<file path="config.mk">
export PLATFORM = sky130hd
export DESIGN_NAME = spi_oled_rx
export DESIGN_NICKNAME = d
export VERILOG_FILES = /design/src/rtl/spi_rx_pkg.sv /design/src/rtl/spi_rx_fifo.sv /design/src/rtl/spi_oled_rx.sv
export SDC_FILE = /design/constraint.sdc
export NUM_CORES = 1
export LEC_CHECK = 0
export CAP_MARGIN = 10
export CORE_MARGIN = 2
export CORE_UTILIZATION = 49
export DETAILED_ROUTE_END_ITERATION = 8
export PLACE_DENSITY = 0.74
export SLEW_MARGIN = 20
export SYNTH_ARGS = -nofsm -noshare
export SYNTH_HDL_FRONTEND = slang
export SYNTH_SLANG_ARGS = --single-unit
export TNS_END_PERCENT = 5
</file>
<file path="constraint.sdc">
create_clock -name clk -period 1.89 [get_ports clk]
set_input_delay 0.378 -clock clk [delete_from_list [all_inputs] [get_ports clk]]
set_output_delay 0.378 -clock clk [all_outputs]
set_load 0.01 [all_outputs]
</file>
<file path="src/rtl/spi_rx_pkg.sv">
// spi_rx_pkg
//   Shared definitions for the FTDI-to-OLED SPI responder (spi_oled_rx) and
//   its optional output FIFO (spi_rx_fifo).
//   - BYTE_W / ENTRY_W : byte width and stream entry width ({dc, data[7:0]})
//   - state_e          : receiver FSM encodings (ST_IDLE, ST_SHIFT)
//   - fsm_t            : complete FSM register (state, bit counter, shifter),
//                        kept as one struct so checkers can bind to it
//   - make_entry       : packs a D/C flag and a byte into a stream entry
package spi_rx_pkg;

  localparam int BYTE_W  = 8;
  localparam int ENTRY_W = 9;

  typedef enum logic {
    ST_IDLE  = 1'b0,
    ST_SHIFT = 1'b1
  } state_e;

  typedef struct packed {
    state_e              state;
    logic [2:0]          bit_cnt;
    logic [BYTE_W-1:0]   shreg;
  } fsm_t;

  function automatic logic [ENTRY_W-1:0] make_entry(input logic dc,
                                                    input logic [BYTE_W-1:0] data);
    return {dc, data};
  endfunction

endpackage

</file>
<file path="src/rtl/spi_rx_fifo.sv">
// spi_rx_fifo
//   Synchronous FIFO holding received {dc, data} entries for spi_oled_rx.
//   The head entry is read combinationally from registered storage.
//   A push while full is accepted only when a pop happens in the same cycle
//   (the pop frees the slot the push then fills); otherwise it is ignored and
//   the caller is expected to flag the drop. A pop while empty is ignored.
//   Ports:
//     clk, reset   : clock, synchronous active-high reset
//     push, entry  : write request and data
//     pop          : remove head entry
//     head         : current head entry
//     full, empty  : occupancy status
module spi_rx_fifo
  import spi_rx_pkg::*;
#(
  parameter int DEPTH = 4
) (
  input  logic               clk,
  input  logic               reset,
  input  logic               push,
  input  logic [ENTRY_W-1:0] entry,
  input  logic               pop,
  output logic [ENTRY_W-1:0] head,
  output logic               full,
  output logic               empty
);

  localparam int AW = $clog2(DEPTH);

  logic [ENTRY_W-1:0] mem [DEPTH];
  // One extra pointer bit distinguishes full from empty.
  logic [AW:0]        wr_ptr;
  logic [AW:0]        rd_ptr;
  logic               do_push;
  logic               do_pop;

  assign empty   = (wr_ptr == rd_ptr);
  assign full    = (wr_ptr[AW] != rd_ptr[AW]) && (wr_ptr[AW-1:0] == rd_ptr[AW-1:0]);
  assign do_push = push && (!full || pop);
  assign do_pop  = pop && !empty;
  assign head    = mem[rd_ptr[AW-1:0]];

  always_ff @(posedge clk) begin
    if (reset) begin
      wr_ptr <= '0;
      rd_ptr <= '0;
      for (int i = 0; i < DEPTH; i++) begin
        mem[i] <= '0;
      end
    end else begin
      if (do_push) begin
        mem[wr_ptr[AW-1:0]] <= entry;
        wr_ptr              <= wr_ptr + 1'b1;
      end
      if (do_pop) begin
        rd_ptr <= rd_ptr + 1'b1;
      end
    end
  end

endmodule

</file>
<file path="src/rtl/spi_oled_rx.sv">
// spi_oled_rx
//   SPI responder that snoops the FTDI MPSSE link driving the PmodOLEDrgb.
//   SCLK, MOSI, CS_n and D/C are oversampled on clk, bytes are shifted in
//   MSB-first on synchronized SCLK rising edges (modes 0 and 3), tagged with
//   the D/C level seen on the 8th edge and offered on a valid/ready stream.
//
//   Build option: define SPI_RX_FIFO_EN to replace the single output register
//   with a FIFO_DEPTH-entry FIFO (spi_rx_fifo).
//
//   Ports:
//     clk, reset           : system clock, synchronous active-high reset
//     spi_sclk/mosi/cs_n/dc: asynchronous FTDI pins
//     rx_data, rx_dc       : received byte and its D/C tag
//     rx_valid, rx_ready   : output stream handshake
//     busy                 : synchronized chip select active
//     overflow             : sticky, a byte was dropped on a full stage
//     frame_err            : sticky, CS deasserted mid-byte
//
//   Handshake: a beat transfers on every clk edge where rx_valid && rx_ready.
//   While rx_valid is high and rx_ready low, rx_data/rx_dc/rx_valid hold.
//   rx_valid never depends combinationally on rx_ready.
module spi_oled_rx
  import spi_rx_pkg::*;
#(
  parameter int FIFO_DEPTH  = 4,
  parameter int SYNC_STAGES = 2
) (
  input  logic              clk,
  input  logic              reset,
  input  logic              spi_sclk,
  input  logic              spi_mosi,
  input  logic              spi_cs_n,
  input  logic              spi_dc,
  output logic [BYTE_W-1:0] rx_data,
  output logic              rx_dc,
  output logic              rx_valid,
  input  logic              rx_ready,
  output logic              busy,
  output logic              overflow,
  output logic              frame_err
);

  // ---------------------------------------------------------------------------
  // Input synchronizers and SCLK edge detector
  // ---------------------------------------------------------------------------
  logic [SYNC_STAGES-1:0] sclk_sync;
  logic [SYNC_STAGES-1:0] mosi_sync;
  logic [SYNC_STAGES-1:0] cs_sync;
  logic [SYNC_STAGES-1:0] dc_sync;
  // Fills with ones after reset; its top bit marks the point where cs_sync
  // holds real pad samples rather than reset values.
  logic [SYNC_STAGES-1:0] flush_pipe;
  logic                   sclk_d;
  logic                   armed;

  logic sclk_s;
  logic mosi_s;
  logic cs_s;
  logic dc_s;
  logic rise_edge;

  assign sclk_s    = sclk_sync[SYNC_STAGES-1];
  assign mosi_s    = mosi_sync[SYNC_STAGES-1];
  assign cs_s      = cs_sync[SYNC_STAGES-1];
  assign dc_s      = dc_sync[SYNC_STAGES-1];
  assign rise_edge = sclk_s & ~sclk_d;
  assign busy      = ~cs_s;

  always_ff @(posedge clk) begin
    if (reset) begin
      sclk_sync  <= '0;
      mosi_sync  <= '0;
      cs_sync    <= '1;
      dc_sync    <= '0;
      flush_pipe <= '0;
      sclk_d     <= 1'b0;
      armed      <= 1'b0;
    end else begin
      sclk_sync  <= {sclk_sync[SYNC_STAGES-2:0], spi_sclk};
      mosi_sync  <= {mosi_sync[SYNC_STAGES-2:0], spi_mosi};
      cs_sync    <= {cs_sync[SYNC_STAGES-2:0], spi_cs_n};
      dc_sync    <= {dc_sync[SYNC_STAGES-2:0], spi_dc};
      flush_pipe <= {flush_pipe[SYNC_STAGES-2:0], 1'b1};
      sclk_d     <= sclk_s;
      // A transfer already in flight when reset lifts must not be captured:
      // only a CS high level seen on real samples arms the receiver.
      if (flush_pipe[SYNC_STAGES-1] && cs_s) begin
        armed <= 1'b1;
      end
    end
  end

  // ---------------------------------------------------------------------------
  // Receiver FSM and shifter
  // ---------------------------------------------------------------------------
  fsm_t               fsm_q;
  fsm_t               fsm_d;
  logic               push;
  logic               frame_err_set;
  logic [BYTE_W-1:0]  shifted;
  logic [ENTRY_W-1:0] push_entry;

  always_ff @(posedge clk) begin
    if (reset) begin
      fsm_q <= '0;
    end else begin
      fsm_q <= fsm_d;
    end
  end

  always_comb begin
    fsm_d         = fsm_q;
    push          = 1'b0;
    frame_err_set = 1'b0;
    shifted       = {fsm_q.shreg[BYTE_W-2:0], mosi_s};
    push_entry    = make_entry(dc_s, shifted);

    case (fsm_q.state)
      ST_IDLE: begin
        fsm_d.bit_cnt = '0;
        // Entering on the CS level (not on SCLK) means an SCLK that is
        // already high at CS fall (mode 3) is not counted as an edge.
        if (armed && !cs_s) begin
          fsm_d.state = ST_SHIFT;
        end
      end
      ST_SHIFT: begin
        if (cs_s) begin
          if (fsm_q.bit_cnt != 3'd0) begin
            frame_err_set = 1'b1;
          end
          fsm_d.state   = ST_IDLE;
          fsm_d.bit_cnt = '0;
        end else if (rise_edge) begin
          fsm_d.shreg = shifted;
          if (fsm_q.bit_cnt == 3'd7) begin
            push          = 1'b1;
            fsm_d.bit_cnt = '0;
          end else begin
            fsm_d.bit_cnt = fsm_q.bit_cnt + 3'd1;
          end
        end
      end
      default: begin
        fsm_d.state   = ST_IDLE;
        fsm_d.bit_cnt = '0;
      end
    endcase
  end

  // ---------------------------------------------------------------------------
  // Output stage
  // ---------------------------------------------------------------------------
  logic pop;
  logic overflow_set;
  logic overflow_q;
  logic frame_err_q;

  assign pop = rx_valid & rx_ready;

`ifdef SPI_RX_FIFO_EN
  logic [ENTRY_W-1:0] fifo_head;
  logic               fifo_full;
  logic               fifo_empty;

  spi_rx_fifo #(
    .DEPTH (FIFO_DEPTH)
  ) u_fifo (
    .clk   (clk),
    .reset (reset),
    .push  (push),
    .entry (push_entry),
    .pop   (pop),
    .head  (fifo_head),
    .full  (fifo_full),
    .empty (fifo_empty)
  );

  assign rx_valid     = ~fifo_empty;
  assign rx_data      = fifo_head[BYTE_W-1:0];
  assign rx_dc        = fifo_head[ENTRY_W-1];
  assign overflow_set = push && fifo_full && !pop;
`else
  localparam int unused_fifo_depth = FIFO_DEPTH;

  logic [ENTRY_W-1:0] out_q;
  logic               out_valid_q;

  always_ff @(posedge clk) begin
    if (reset) begin
      out_q       <= '0;
      out_valid_q <= 1'b0;
    end else if (push && (!out_valid_q || pop)) begin
      // A pop in the same cycle frees the register for the new byte.
      out_q       <= push_entry;
      out_valid_q <= 1'b1;
    end else if (pop) begin
      out_valid_q <= 1'b0;
    end
  end

  assign rx_valid     = out_valid_q;
  assign rx_data      = out_q[BYTE_W-1:0];
  assign rx_dc        = out_q[ENTRY_W-1];
  assign overflow_set = push && out_valid_q && !pop;
`endif

  always_ff @(posedge clk) begin
    if (reset) begin
      overflow_q  <= 1'b0;
      frame_err_q <= 1'b0;
    end else begin
      overflow_q  <= overflow_q | overflow_set;
      frame_err_q <= frame_err_q | frame_err_set;
    end
  end

  assign overflow  = overflow_q;
  assign frame_err = frame_err_q;

endmodule

</file>
# [Yosys cells after proc, flatten, opt, wreduce, memory -nomap -nowiden]
# Cells that the tools add are included.
[totals] ff_bits=36
[op_classes] eq_ne=2 reduce_logical=12 bitwise=7 addsub=1 mux=16
[ops] cell="$mux W1" n=12
[ops] cell="$mux W11" n=1
[ops] cell="$pmux W4 S2" n=1
[ops] cell="$mux W3" n=2
[ops] cell="$logic_and A1 B1 Y1" n=5
[ops] cell="$add A3 B1 Y3 const B" n=1
[ops] cell="$eq A3 B3 Y1 const B" n=1
[ops] cell="$logic_not A1 Y1" n=3
[ops] cell="$ne A3 B3 Y1 const B" n=1
[ops] cell="$not A1 Y1" n=3
[ops] cell="$reduce_and A3 Y1" n=1
[ops] cell="$reduce_bool A3 Y1" n=1
[ops] cell="$and A1 B1 Y1" n=2
[ops] cell="$or A1 B1 Y1" n=2
[ops] cell="$reduce_bool A2 Y1" n=1
[ops] cell="$logic_or A1 B1 Y1" n=1

# [Logic depth before layout (Yosys ltp)]
# Gate-level depths: netlist of run 1.
[logic_depth] ltp_word=8 depth_mapped=6 mapped_depth_nobuf=5

# [Worst setup path before layout of run 1]
# OpenSTA, ideal clock, no wires.
[synth_timing] kind="reg2reg" start="register fsm_q[8] (netlist name)" end="register out_q[0]" required_time_ps=1818 setup_ps=72 path_slack_ps=607 stages_incl_launch_ff=7 arrival_ps=1211 cell_sequence="dfxtp_1 > ha_1 > ha_1 > inv_1 > nor3_4 > buf_6 > mux2i_1"
[synth_via] elab_chain_cells=6
[synth_rtl] item="start, declared" line="spi_oled_rx.sv:96" text="fsm_t fsm_q;"
[synth_rtl] item="start signal, assigned" line="spi_oled_rx.sv:107" text="fsm_q <= fsm_d;"
[synth_rtl] item="$eq A3 B3 Y1" line="spi_oled_rx.sv:136" text="if (fsm_q.bit_cnt == 3'd7) begin"
[synth_rtl] item="$mux W1" line="spi_oled_rx.sv:136"
[synth_rtl] item="$mux W1" line="spi_oled_rx.sv:134" text="end else if (rise_edge) begin"
[synth_rtl] item="$mux W1" line="spi_oled_rx.sv:128" text="if (cs_s) begin"
[synth_rtl] item="$mux W1" line="spi_oled_rx.sv:118" text="case (fsm_q.state)"
[synth_rtl] item="$logic_and A1 B1 Y1" line="spi_oled_rx.sv:193" text="end else if (push && (!out_valid_q || pop)) begin"
[synth_rtl] item="end signal, assigned" line="spi_oled_rx.sv:195" text="out_q <= push_entry;"
[synth_rtl] item="end, declared" line="spi_oled_rx.sv:186" text="logic [ENTRY_W-1:0] out_q;"
# Every way passes these cells.
# A chain may end at the register's enable or synchronous reset.

# [Worst setup path after layout of run 1]
[layout_timing] start="register cs_sync[1]" end="output port busy"
[layout_via] elab_chain_cells=1
[layout_rtl] item="start, declared" line="spi_oled_rx.sv:48" text="logic [SYNC_STAGES-1:0] cs_sync;"
[layout_rtl] item="start signal, assigned" line="spi_oled_rx.sv:81" text="cs_sync <= {cs_sync[SYNC_STAGES-2:0], spi_cs_n};"
[layout_rtl] item="$not A1 Y1 (no source line)"
[layout_rtl] item="end, declared" line="spi_oled_rx.sv:38" text="output logic busy,"
# Every way passes these cells.

==> metrics, run 1 <==
status=finished, final reports clean; Yosys top cell area share=0.556; Routed Antenna Nets=0; Post-Layout Cell Count=186; Final Core Density=0.626; Core Rows=18; R2R Setup Slk=between 0.2 and 0.3 ns; 1st-iter DRT viols=9; PnR Total Power=between 1 and 1.5 mW; synthesized net count=approximately 140; DP Worst Slack=roughly 0.13 ns; max cap viols=0; Yosys reg bits=35; final worst setup slack=around 0.21 ns; Least-Margin Pin Slew=approximately 0.58 ns; Reg power frac=0.596; Via-to-Cell Ratio=4.89; Worst Reg-to-Reg Cells=5; vias in the first global route=about 860; Avg WL per Cell=between 10 and 15 um; fin area=1540 um^2; Switching Power=0.278 mW; diode count=0; Max-Slew Margin vs Limit=0.615; Cell variety after synth=21; Placed Cells=~180; hold wc startpoint=cs_sync[0]$_SDFF_PP1_; PostCTS Resize Cnt=0; Max Fclk=594 MHz; critical path data arrival time=1.31 ns; Vias=910; first-pass GRT wire length=about 3600 um; Min-Delay Endpoint=cs_sync[1]$_SDFF_PP1_; number of remaining DRC errors=0; RSZ-0062 raised after global routing=no; Ports=20; Hold WC Path Type=reg2reg; die area=between 2000 and 3000 um^2; Initial DRT Pass Iterations=4; total CTS buffers=5; Hold Vio Cnt, Final=0; synthesis-to-finish area growth=21.9%; syn_area_per_cell=roughly 9.5 um^2; post-DP HPWL=about 1500 um; cell count after synthesis=between 100 and 150; PwrDens=between 800 and 900 nW/um^2; mapped cell area=about 1300 um^2; Gate power share=0.033; P_int=roughly 0.99 mW; crit path launch type=flop; final slew viol count=0; Port Buffers=19; Skew-Pair Late Insertion Delay=0.34 ns; final cycle utilization of the critical path=0.891; RePlAce Congestion=between 0.6 and 0.7; Finish-stage setup viols=0; Setup Skew=0.0116 ns; NumNets Final=~170; Setup Fix Bufs, Post-CTS=0; Worst setup EP type=output port; Worst EP required=between 1.5 and 2 ns; register clock-pin slew on the reported worst setup and hold paths=approximately 0.1 ns; Min Hold Slack=0.424 ns; CTS Buffer Depth=2; Synth area leader=dfxtp_1; crit-path max FO=7; FF-to-FF Start=fsm_q[8]$_SDFFE_PP0P_; Period minus WS final=1.68 ns; initial antenna violation count=0; Clk pwr share=0.371; part of the Yosys area used for sequential elements=0.556; starting density of the core=0.513; Max H-tree Level=2; die height=about 55 um; top cells by area, synth=dfxtp_1 56%, nand2_1 10%, mux2i_1 7.1%, a21oi_1 4.8%, nor2b_1 4.5%; Lkg Pwr=around 0.54 nW; GRT Util Overall=0.178; share of cells above drive strength 1=0.0962; hold buffers post-CTS=0; remaining global-route overflow=0; setup tns final=0 ns; core area=about 2500 um^2; FF-to-FF End=out_q[0]$_SDFFE_PP0P_; hold depth=1; Die X=~55 um; Synth Warn #=0; largest net degree at the start of global routing=26; CTS tree=done; final WL=roughly 2100 um; Num Clock Sinks=35; critical path type=reg2out; sw frac=0.219; DP Area=~1500 um^2; root buffer cell=clkbuf_4; Peak VDD IR=a little under 0.7 mV
-- worst max-delay path by stage --
| stage | startpoint | end | slack [ns] |
|---|---|---|---|
| after global placement | rx_ready | out_q[8]$_SDFFE_PP0P_ | 0.21 |
| after CTS | fsm_q[8]$_SDFFE_PP0P_ | out_q[0]$_SDFFE_PP0P_ | 0.18 |
| after global routing | fsm_q[8]$_SDFFE_PP0P_ | out_q[8]$_SDFFE_PP0P_ | 0.13 |
| after floorplan | fsm_q[8]$_SDFFE_PP0P_ | out_q[0]$_SDFFE_PP0P_ | 0.61 |
| after detailed placement | rx_ready | out_q[3]$_SDFFE_PP0P_ | 0.13 |
| final | cs_sync[1]$_SDFF_PP1_ | busy | 0.21 |
-- synth_stat cells --
library cell   n
buf_6          2
ha_1           3
clkinv_1       1
dfxtp_1       35
nand2b_1       2
nor3_1         1
and4bb_2       1
and2b_2        1
nor2_1         5
a21oi_1       12
mux2i_1        9
nand2_1       34
nand4bb_1      1
nor2b_1        9
a31oi_1        2
or2_2          2
buf_2          1
clkbuf_1       3
inv_1          4
nand3_1        4
nor3_4         1
-- cells in the final DEF, fill, tap and decap left out, drive strengths merged --
cell,synthesis,final
a21oi,12,12
a31oi,2,2
and2b,1,1
and4bb,1,1
buf,3,2
clkbuf,3,7
clkdlybuf4s50,0,19
clkinv,1,1
clkinvlp,0,1
dfxtp,35,35
ha,3,3
inv,4,4
mux2i,9,9
nand2,34,34
nand2b,2,2
nand3,4,4
nand4bb,1,1
nor2,5,5
nor2b,9,9
nor3,2,2
or2,2,2
-- area by class of cell --
cell class,instances,area [um^2]
fillers,225,918
clock buffers,7,65.1
well taps,30,37.5
multi-input cells,87,502
inverters,5,18.8
clock inverters,1,7.51
repair buffers,21,205
flip-flops and latches,35,701
-- flip-flops by register name, summed over array words and instances, names as in the netlist, 2 cells and up --
name	cells
cs_sync	2
sclk_sync	2
out_q	9
flush_pipe	2
dc_sync	2
mosi_sync	2
fsm_q	11
-- power groups by stage --
stage               Combinational, mW  Clock [mW]  Sequential (mW)
floorplan                      0.0214           0            0.770
global placement               0.0401           0            0.771
detailed placement             0.0414           0            0.772
CTS                            0.0419       0.483            0.755
global route                   0.0462       0.512            0.757
finish                         0.0413       0.470            0.755
-- layer usage --
layer  global-route usage  wire length [um]  up-vias
met3               0.0820               108        7
met4               0.0750                39        0
met5                    0                 0        -
met2                0.298              1040       19
met1                0.192               957      410
li1                     -                 -      474
-- cells by family (layout without fill, tap and decap cells) --
group / Yosys count / in the layout / share of synthesized area
AO/OA/AOI/OAI: 14 / 14 / 0.0576
adder cells (fa/ha/maj): 3 / 3 / 0.0298
buffers and inverters: 11 / 34 / 0.0457
flip-flops: 35 / 35 / 0.556
multiplexers: 9 / 9 / 0.0715
AND/OR/NAND/NOR: 61 / 61 / 0.239
-- critical path: stages, from the launching register on --
cell,delay [ns]
dfxtp_1,0.44
inv_1,0.06
clkdlybuf4s50_1,0.48
(Power assumes the default switching activity.)
==> run 2: changes to the inputs <==
Settings changed: GPL_ROUTABILITY_DRIVEN set to 0.
==> results of run 2 <==
No change in the layout: final DEF, timing and power equal those of run 1.
==> run 3: changes to the inputs <==
Settings changed: CAP_MARGIN 10 to not set.
==> results of run 3 <==
No change in the layout: final DEF, timing and power equal those of run 1.
